### config.mk
export PLATFORM = sky130hd
export DESIGN_NAME = id_control_unit
export DESIGN_NICKNAME = d
export VERILOG_FILES = /design/src/rtl/id_control_unit.sv
export SDC_FILE = /design/constraint.sdc
export NUM_CORES = 1
export LEC_CHECK = 0
export CORE_ASPECT_RATIO = 0.5
export CORE_MARGIN = 5
export CORE_UTILIZATION = 47
export DETAILED_ROUTE_END_ITERATION = 10
export GPL_ROUTABILITY_DRIVEN = 0
export PLACE_DENSITY = 0.86
export SLEW_MARGIN = 20
export SYNTH_ARGS = -nofsm -noshare
export SYNTH_HDL_FRONTEND = slang
export SYNTH_SLANG_ARGS = --single-unit
### constraint.sdc
create_clock -name CLK -period 4.2 [get_ports CLK]
set_input_delay 0.84 -clock CLK [delete_from_list [all_inputs] [get_ports CLK]]
set_output_delay 0.84 -clock CLK [all_outputs]
set_load 0.02 [all_outputs]
### src/rtl/id_control_unit.sv
// id_control_unit: RV32IM decode stage with ID/EX pipeline register.
//   Decodes one instruction per cycle into the ALU SELECT code, the operand
//   mux selects, the memory and writeback controls, and a sign-extended
//   immediate. The result is captured into the ID/EX register, which has
//   stall and flush controls.
// Ports:
//   CLK, RESET (sync, active high)
//   INSTR_IN, PC_IN, VALID_IN   : instruction from the IF/ID register
//   STALL, FLUSH                : hazard-unit controls for the ID/EX register
//   VALID_OUT, PC_OUT, ALUOP, OP1SEL, OP2SEL, IMM, RS1, RS2, RD,
//   REG_WRITE, MEM_READ, MEM_WRITE, FUNCT3_OUT, BRANCH, JUMP, WB_SEL,
//   ILLEGAL                     : registered decode results
module id_control_unit #(
  parameter logic [31:0] NOP_INSTR = 32'h00000013
) (
  input  logic        CLK,
  input  logic        RESET,
  input  logic [31:0] INSTR_IN,
  input  logic [31:0] PC_IN,
  input  logic        VALID_IN,
  input  logic        STALL,
  input  logic        FLUSH,
  output logic        VALID_OUT,
  output logic [31:0] PC_OUT,
  output logic [4:0]  ALUOP,
  output logic        OP1SEL,
  output logic        OP2SEL,
  output logic [31:0] IMM,
  output logic [4:0]  RS1,
  output logic [4:0]  RS2,
  output logic [4:0]  RD,
  output logic        REG_WRITE,
  output logic        MEM_READ,
  output logic        MEM_WRITE,
  output logic [2:0]  FUNCT3_OUT,
  output logic        BRANCH,
  output logic        JUMP,
  output logic [1:0]  WB_SEL,
  output logic        ILLEGAL
);

  localparam logic [4:0] ALU_FWD = 5'd0, ALU_ADD = 5'd1, ALU_SUB = 5'd2,
                         ALU_SRA = 5'd8, ALU_MUL = 5'd11;

  typedef struct packed {
    logic        valid;
    logic [31:0] pc;
    logic [4:0]  aluop;
    logic        op1sel;
    logic        op2sel;
    logic [31:0] imm;
    logic [4:0]  rs1;
    logic [4:0]  rs2;
    logic [4:0]  rd;
    logic        reg_write;
    logic        mem_read;
    logic        mem_write;
    logic [2:0]  funct3;
    logic        branch;
    logic        jump;
    logic [1:0]  wb_sel;
    logic        illegal;
  } idex_t;

  // Base integer op selected by funct3 (shared by OP and OP-IMM).
  function automatic logic [4:0] alu_base(input logic [2:0] f3);
    case (f3)
      3'b000:  alu_base = 5'd1;  // ADD
      3'b001:  alu_base = 5'd3;  // SLL
      3'b010:  alu_base = 5'd4;  // SLT
      3'b011:  alu_base = 5'd5;  // SLTU
      3'b100:  alu_base = 5'd6;  // XOR
      3'b101:  alu_base = 5'd7;  // SRL
      3'b110:  alu_base = 5'd9;  // OR
      default: alu_base = 5'd10; // AND
    endcase
  endfunction

  function automatic idex_t decode(input logic [31:0] i, input logic [31:0] pc);
    idex_t      d;
    logic [6:0] f7;
    logic [2:0] f3;
    f7 = i[31:25];
    f3 = i[14:12];
    d = '0;
    d.valid  = 1'b1;
    d.pc     = pc;
    d.aluop  = ALU_ADD;
    d.rs1    = i[19:15];
    d.rs2    = i[24:20];
    d.rd     = i[11:7];
    d.funct3 = f3;
    case (i[6:0])
      7'b0110111: begin // LUI
        d.aluop = ALU_FWD; d.op2sel = 1'b1; d.imm = {i[31:12], 12'b0}; d.reg_write = 1'b1;
      end
      7'b0010111: begin // AUIPC
        d.op1sel = 1'b1; d.op2sel = 1'b1; d.imm = {i[31:12], 12'b0}; d.reg_write = 1'b1;
      end
      7'b1101111: begin // JAL
        d.op1sel = 1'b1; d.op2sel = 1'b1;
        d.imm = {{11{i[31]}}, i[31], i[19:12], i[20], i[30:21], 1'b0};
        d.jump = 1'b1; d.wb_sel = 2'd2; d.reg_write = 1'b1;
      end
      7'b1100111: begin // JALR
        d.op2sel = 1'b1; d.imm = {{20{i[31]}}, i[31:20]};
        d.jump = 1'b1; d.wb_sel = 2'd2; d.reg_write = 1'b1;
      end
      7'b1100011: begin // BRANCH
        d.aluop = ALU_SUB; d.branch = 1'b1;
        d.imm = {{19{i[31]}}, i[31], i[7], i[30:25], i[11:8], 1'b0};
        if (f3 == 3'b010 || f3 == 3'b011) d.illegal = 1'b1;
      end
      7'b0000011: begin // LOAD
        d.op2sel = 1'b1; d.imm = {{20{i[31]}}, i[31:20]};
        d.mem_read = 1'b1; d.wb_sel = 2'd1; d.reg_write = 1'b1;
        if (f3 == 3'b011 || f3 == 3'b110 || f3 == 3'b111) d.illegal = 1'b1;
      end
      7'b0100011: begin // STORE
        d.op2sel = 1'b1; d.imm = {{20{i[31]}}, i[31:25], i[11:7]}; d.mem_write = 1'b1;
        if (f3 >= 3'b011) d.illegal = 1'b1;
      end
      7'b0010011: begin // OP-IMM
        d.aluop = alu_base(f3); d.op2sel = 1'b1; d.reg_write = 1'b1;
        d.imm = {{20{i[31]}}, i[31:20]};
        // Shifts carry only the shamt; funct7 must be a legal shift encoding.
        if (f3 == 3'b001) begin
          d.imm = {27'b0, i[24:20]};
          if (f7 != 7'b0000000) d.illegal = 1'b1;
        end else if (f3 == 3'b101) begin
          d.imm = {27'b0, i[24:20]};
          if (f7 == 7'b0100000) d.aluop = ALU_SRA;
          else if (f7 != 7'b0000000) d.illegal = 1'b1;
        end
      end
      7'b0110011: begin // OP
        d.reg_write = 1'b1;
        case (f7)
          7'b0000000: d.aluop = alu_base(f3);
          7'b0100000: begin
            if (f3 == 3'b000)      d.aluop = ALU_SUB;
            else if (f3 == 3'b101) d.aluop = ALU_SRA;
            else                   d.illegal = 1'b1;
          end
          7'b0000001: d.aluop = ALU_MUL + {2'b0, f3};
          default:    d.illegal = 1'b1;
        endcase
      end
      default: d.illegal = 1'b1;
    endcase
    if (d.rd == 5'd0) d.reg_write = 1'b0;
    // Illegal instructions still flow down the pipe but must not change state.
    if (d.illegal) begin
      d.reg_write = 1'b0; d.mem_read = 1'b0; d.mem_write = 1'b0;
      d.branch = 1'b0; d.jump = 1'b0;
    end
    return d;
  endfunction

  // Bubble: decoded NOP with every control bit cleared and valid dropped.
  function automatic idex_t bubble(input logic [31:0] pc);
    idex_t b;
    b = decode(NOP_INSTR, pc);
    b.valid = 1'b0; b.op1sel = 1'b0; b.op2sel = 1'b0; b.reg_write = 1'b0;
    b.mem_read = 1'b0; b.mem_write = 1'b0; b.branch = 1'b0; b.jump = 1'b0;
    b.wb_sel = 2'd0; b.illegal = 1'b0;
    return b;
  endfunction

  idex_t dec, q;

  always_comb begin
    dec = VALID_IN ? decode(INSTR_IN, PC_IN) : bubble(PC_IN);
  end

  always_ff @(posedge CLK) begin
    if (RESET)       q <= bubble(32'h0);
    else if (FLUSH)  q <= bubble(PC_IN);
    else if (!STALL) q <= dec;
  end

  assign VALID_OUT  = q.valid;
  assign PC_OUT     = q.pc;
  assign ALUOP      = q.aluop;
  assign OP1SEL     = q.op1sel;
  assign OP2SEL     = q.op2sel;
  assign IMM        = q.imm;
  assign RS1        = q.rs1;
  assign RS2        = q.rs2;
  assign RD         = q.rd;
  assign REG_WRITE  = q.reg_write;
  assign MEM_READ   = q.mem_read;
  assign MEM_WRITE  = q.mem_write;
  assign FUNCT3_OUT = q.funct3;
  assign BRANCH     = q.branch;
  assign JUMP       = q.jump;
  assign WB_SEL     = q.wb_sel;
  assign ILLEGAL    = q.illegal;

endmodule

Word level (Yosys, flattened, before mapping)
Cells that the tools add are included.
{"block": "word_totals", "regBits": 98, "inputBits": 69, "out_inout_bits": 98, "word_cells": 90}
{"block": "classes", "n_addsub": 1, "n_lt_le_gt_ge": 1, "n_eq_ne": 19, "n_mux": 36, "n_reduce_logical": 16}
{"op": "$mux 97", "count": 2}
{"op": "$pmux 32 s6", "count": 1}
{"op": "$mux 98", "count": 1}
{"op": "$mux 32", "count": 2}
{"op": "$eq 7x6->1 const B", "count": 4}
{"op": "$pmux 4 s7", "count": 1}
{"op": "$eq 7x7->1 const B", "count": 3}
{"op": "$pmux 5 s4", "count": 1}
{"op": "$mux 1", "count": 17}
{"op": "$mux 5", "count": 3}
{"op": "$pmux 5 s3", "count": 1}
{"op": "$eq 7x5->1 const B", "count": 2}
{"op": "$reduce_or 7->1", "count": 2}
{"op": "$eq 3x3->1 const B", "count": 4}
{"op": "$reduce_or 2->1", "count": 6}
{"op": "$mux 4", "count": 2}
{"op": "$eq 7x1->1 const B", "count": 1}
{"op": "$eq 7x2->1 const B", "count": 1}
{"op": "$logic_not 7->1", "count": 1}
{"op": "$reduce_bool 7->1", "count": 1}
{"op": "$eq 3x2->1 const B", "count": 2}
{"op": "$pmux 1 s6", "count": 1}
{"op": "$add 4x3->5 const A", "count": 1}
{"op": "$logic_not 5->1", "count": 1}
{"op": "other kinds (10)", "count": 12}

Logic depth before layout (Yosys ltp)
{"block": "depth", "depth_word": 10, "ltp_mapped": 8, "depth_no_buf": 7}

Least setup slack after synthesis
Ideal clock, no wire load.
{"block": "synth_timing", "path_type": "input -> register", "from": "in INSTR_IN[5]", "to": "reg q (netlist bit IMM[21])", "setup_time_ns": 0.123, "arrival_ns": 2.176, "required_time_ns": 4.077, "setup_slack_ns": 1.901, "cell_stages": 8, "path_buffers": 3, "path_cell_list": "buf_6 and3b_1 buf_2 o21ai_1 a211oi_2 and3_1 buf_6 a221o_2"}
{"block": "synth_between", "elab_chain_cells": 4, "elab_cells_between_ends": 12, "cone_classes": "8 x eq/ne; 2 x mux; 2 x reduce/logical"}
{"element": "from (decl)", "line": "18", "text": "input logic [31:0] INSTR_IN,"}
{"element": "$eq 7x2->1 (tied with other cells)", "line": "93", "text": "case (i[6:0])"}
{"element": "$reduce_or 2->1 (no line)"}
{"element": "$pmux 32 s6 *", "line": "93"}
{"element": "$mux 98 *", "line": "173", "text": "dec = VALID_IN ? decode(INSTR_IN, PC_IN) : bubble(PC_IN);"}
{"element": "to (signal assigned)", "line": "177", "text": "if (RESET) q <= bubble(32'h0);"}
{"element": "to (signal assigned)", "line": "178", "text": "else if (FLUSH) q <= bubble(PC_IN);"}
{"element": "to (decl)", "line": "170", "text": "idex_t dec, q;"}
Every way passes the cells marked *; elsewhere a longest branch is shown, timed or not.
A chain may end at the register's enable or synchronous reset.

Final worst setup path
{"block": "layout_timing", "from": "in INSTR_IN[5]", "to": "reg q (netlist bit IMM[30])"}
The elaborated chain is that of the path after synthesis.

==> out/qor.yml <==
htreeDepth: 3
nets: 699
first_global_vias: 4006
synth_xor_area_frac: 0
grt_remaining_overflow: 0
ant_nets: 0
io_pins: 167
worstSetupStartpointType: "primary input"
synth_cells: 480
path_class: "in2reg"
cts-buffers-inserted: 9
postCtsResizedCells: 0
cts_tree: "yes"
routedWlPerCell_um: 17.9
busiest_layer: "met2"
synth_ff_type: "dfxtp_1"
synth_seq_cells: 98
crit_path_max_fanout: 19
floorplan.initialDensity: 0.479
crit_chain: "clkdlybuf4s50_1 > nand2b_1 > a211o_1 > a211oi_2 > and3_1 > a221o_2"
grt_pass1_wl_um: 20900
dieArea_um2: 10900
hold_class: "reg2reg"
yosys_warnings: 0
cts_sinks: 98
cap_violations: 0
skew_ps: 0
grtUsageTotal: 0.236
cellPowerDensity_nw_per_um2: 357
clock_latency_ps: 340
synth_compound_area_frac: 0.264
min_from: "PC_OUT[30]$_SDFFE_PP0P_"
slew_violations: 0
r2r_end: "ALUOP[1]$_SDFFE_PP0N_"
finalSetupViolCount: 0
drt-initial-drc-count: 424
fin_crit_ps: 3040
final_common_cell: "clkdlybuf4s50_1"
rsz0062_at_grt: "no"
synth-edff-count: 0
grt_max_degree: 40
critPathMaxStageDelay_ps: 840
slew_headroom: 0.382
syn_area_per_cell_um2: 8.62
yosysSeqAreaShare: 0.474
clock_path_buffers: 2
hpwl_um: 9470
route.final.wire_length_um: 13400
die_w_um: 143
synthesis.nets: 555
post_cts_buffers: 0
syn_to_final_growth_pct: 48.9
period_share: 0.723
tns_ps: 0
path_delay_family: "compound AO/OA/AOI/OAI gates"
synth_fa_ha_area_frac: 0.0181
yosys.cell_types.count: 55
crit_path_end_kind: "flip-flop"
power_mw: 2.20
met2_usage: 0.384
synth_top_family_by_area: "compound AO/OA/AOI/OAI gates"
fin_util: 0.713
io_buffers: 166
gr-usage-met3: 0.0652
reg2reg_slack_ps: 3320
worst_slew_pin_slew_ps: 920
final_layout_size_suffix_gt1_frac: 0.0636
crit_required_ps: 4490
finalHoldViolCount: 0
hold_depth: 2
arrival_ps: 3320
drtPass1Iterations: 5
drcViolationCount: 0
synth.mux.area_fraction: 0.00242
viasPerCell: 5.67
syn-cell-area_um2: 4140
critPathBufInv: 1
hold-path-endpoint: "PC_OUT[30]$_SDFFE_PP0P_"
vdd_drop_max_mv: 0.240
via_count: 4233
antenna_found_initial: 0
synthArstFlopShare: 0
ctsRootBufferMaster: "clkbuf_16"
outcome: "completed"
p_leak_nw: 2.29
cpMaxStageDelayCell: "clkdlybuf4s50_1"
num_rows: 24
layout_common_cells: "clkdlybuf4s50_1 (166), dfxtp_1 (98), nand2_1 (87)"
r2r-start: "ALUOP[1]$_SDFFE_PP0N_"
r2r_cells: 3
core-area_um2: 8650
fmax_ghz: 0.329
diodes: 0
synth-simple-area-share: 0.192
die_h_um: 76.4
use_met1: 0.301
path_clk_slew_ps: 60
postCtsHoldBufs: 0
[cells in the mapped netlist (5+ instances only)]
cell type  number  area, um2
a21oi_1        48        240
a221o_1         9       90.1
a221o_2        10        113
a22o_1         12        105
a22oi_1        24        180
and3_1          6       37.5
buf_2           5       25.0
clkbuf_1       30        113
dfxtp_1        98       1960
ha_1            6       75.1
inv_1           7       26.3
nand2_1        87        327
nand2b_1        5       31.3
nor2_1         38        143
nor2b_1        11       68.8
nor3_1          7       35.0
o21ai_0        19       95.1
[where the power goes]
| part | internal (mW) | leakage (nW) | switching (mW) |
|---|---|---|---|
| Combinational | 0.135 | 1.33 | 0.152 |
| Clock | 0.585 | 0.167 | 0.361 |
| Sequential | 0.952 | 0.798 | 0.0117 |
| Total | 1.67 | 2.29 | 0.525 |
[metal layers]
layer / vias up / routed length (um)
met1: 1963 / 5560
met3: 34 / 1220
met2: 230 / 6200
li1: 2006 / -
met5: - / 0
met4: 0 / 372
[registers in the layout, indices dropped and copies added (netlist names), 2 cells and up]
signal      flops
ALUOP           5
FUNCT3_OUT      3
IMM            32
PC_OUT         32
RD              5
RS1             5
RS2             5
WB_SEL          2
[area by class of cell]
| class | count | area [um2] |
|---|---|---|
| timing repair buffer | 172 | 1710 |
| inverter | 7 | 26.3 |
| tap | 117 | 146 |
| sequential | 98 | 1960 |
| multi-input combinational | 336 | 1980 |
| clock inverter | 6 | 113 |
| fill | 666 | 2490 |
| clock buffer | 10 | 229 |
[worst register-to-register path, stage by stage (launching register included)]
cell     delay (ps)
dfxtp_1         330
nand2_1          90
o21ai_0         110
o211a_1         240
[worst max path at each step]
stage / start / endpoint / slack, ps / cells after the start
2_1_floorplan: INSTR_IN[5] / IMM[21]$_SDFFE_PP0N_ / 1900 / 8
3_3_place_gp: INSTR_IN[5] / IMM[28]$_SDFFE_PP0N_ / 1000 / 6
3_5_place_dp: INSTR_IN[5] / IMM[22]$_SDFFE_PP0N_ / 910 / 6
4_1_cts: INSTR_IN[5] / IMM[23]$_SDFFE_PP0N_ / 1240 / 6
5_1_grt: INSTR_IN[5] / IMM[20]$_SDFFE_PP0N_ / 1050 / 6
6_report: INSTR_IN[5] / IMM[30]$_SDFFE_PP0N_ / 1160 / 6
[kinds of logic after synthesis]
kind of cell    after synthesis
compound gates              154
fa+ha+maj                     6
buf+inv                      46
flops                        98
mux                           1
simple gates                175
[metrics by stage]
stage	hold WS [ps]	instances	worst slack, ps	area, um2
after floorplan	529	480	1900	4140
after global placement	437	730	1000	5820
after detailed placement	442	730	909	5820
after CTS	452	746	1240	6160
after global routing	467	746	1050	6160
final	451	746	1160	6160
Note: power is estimated with default switching activity, not from simulation.
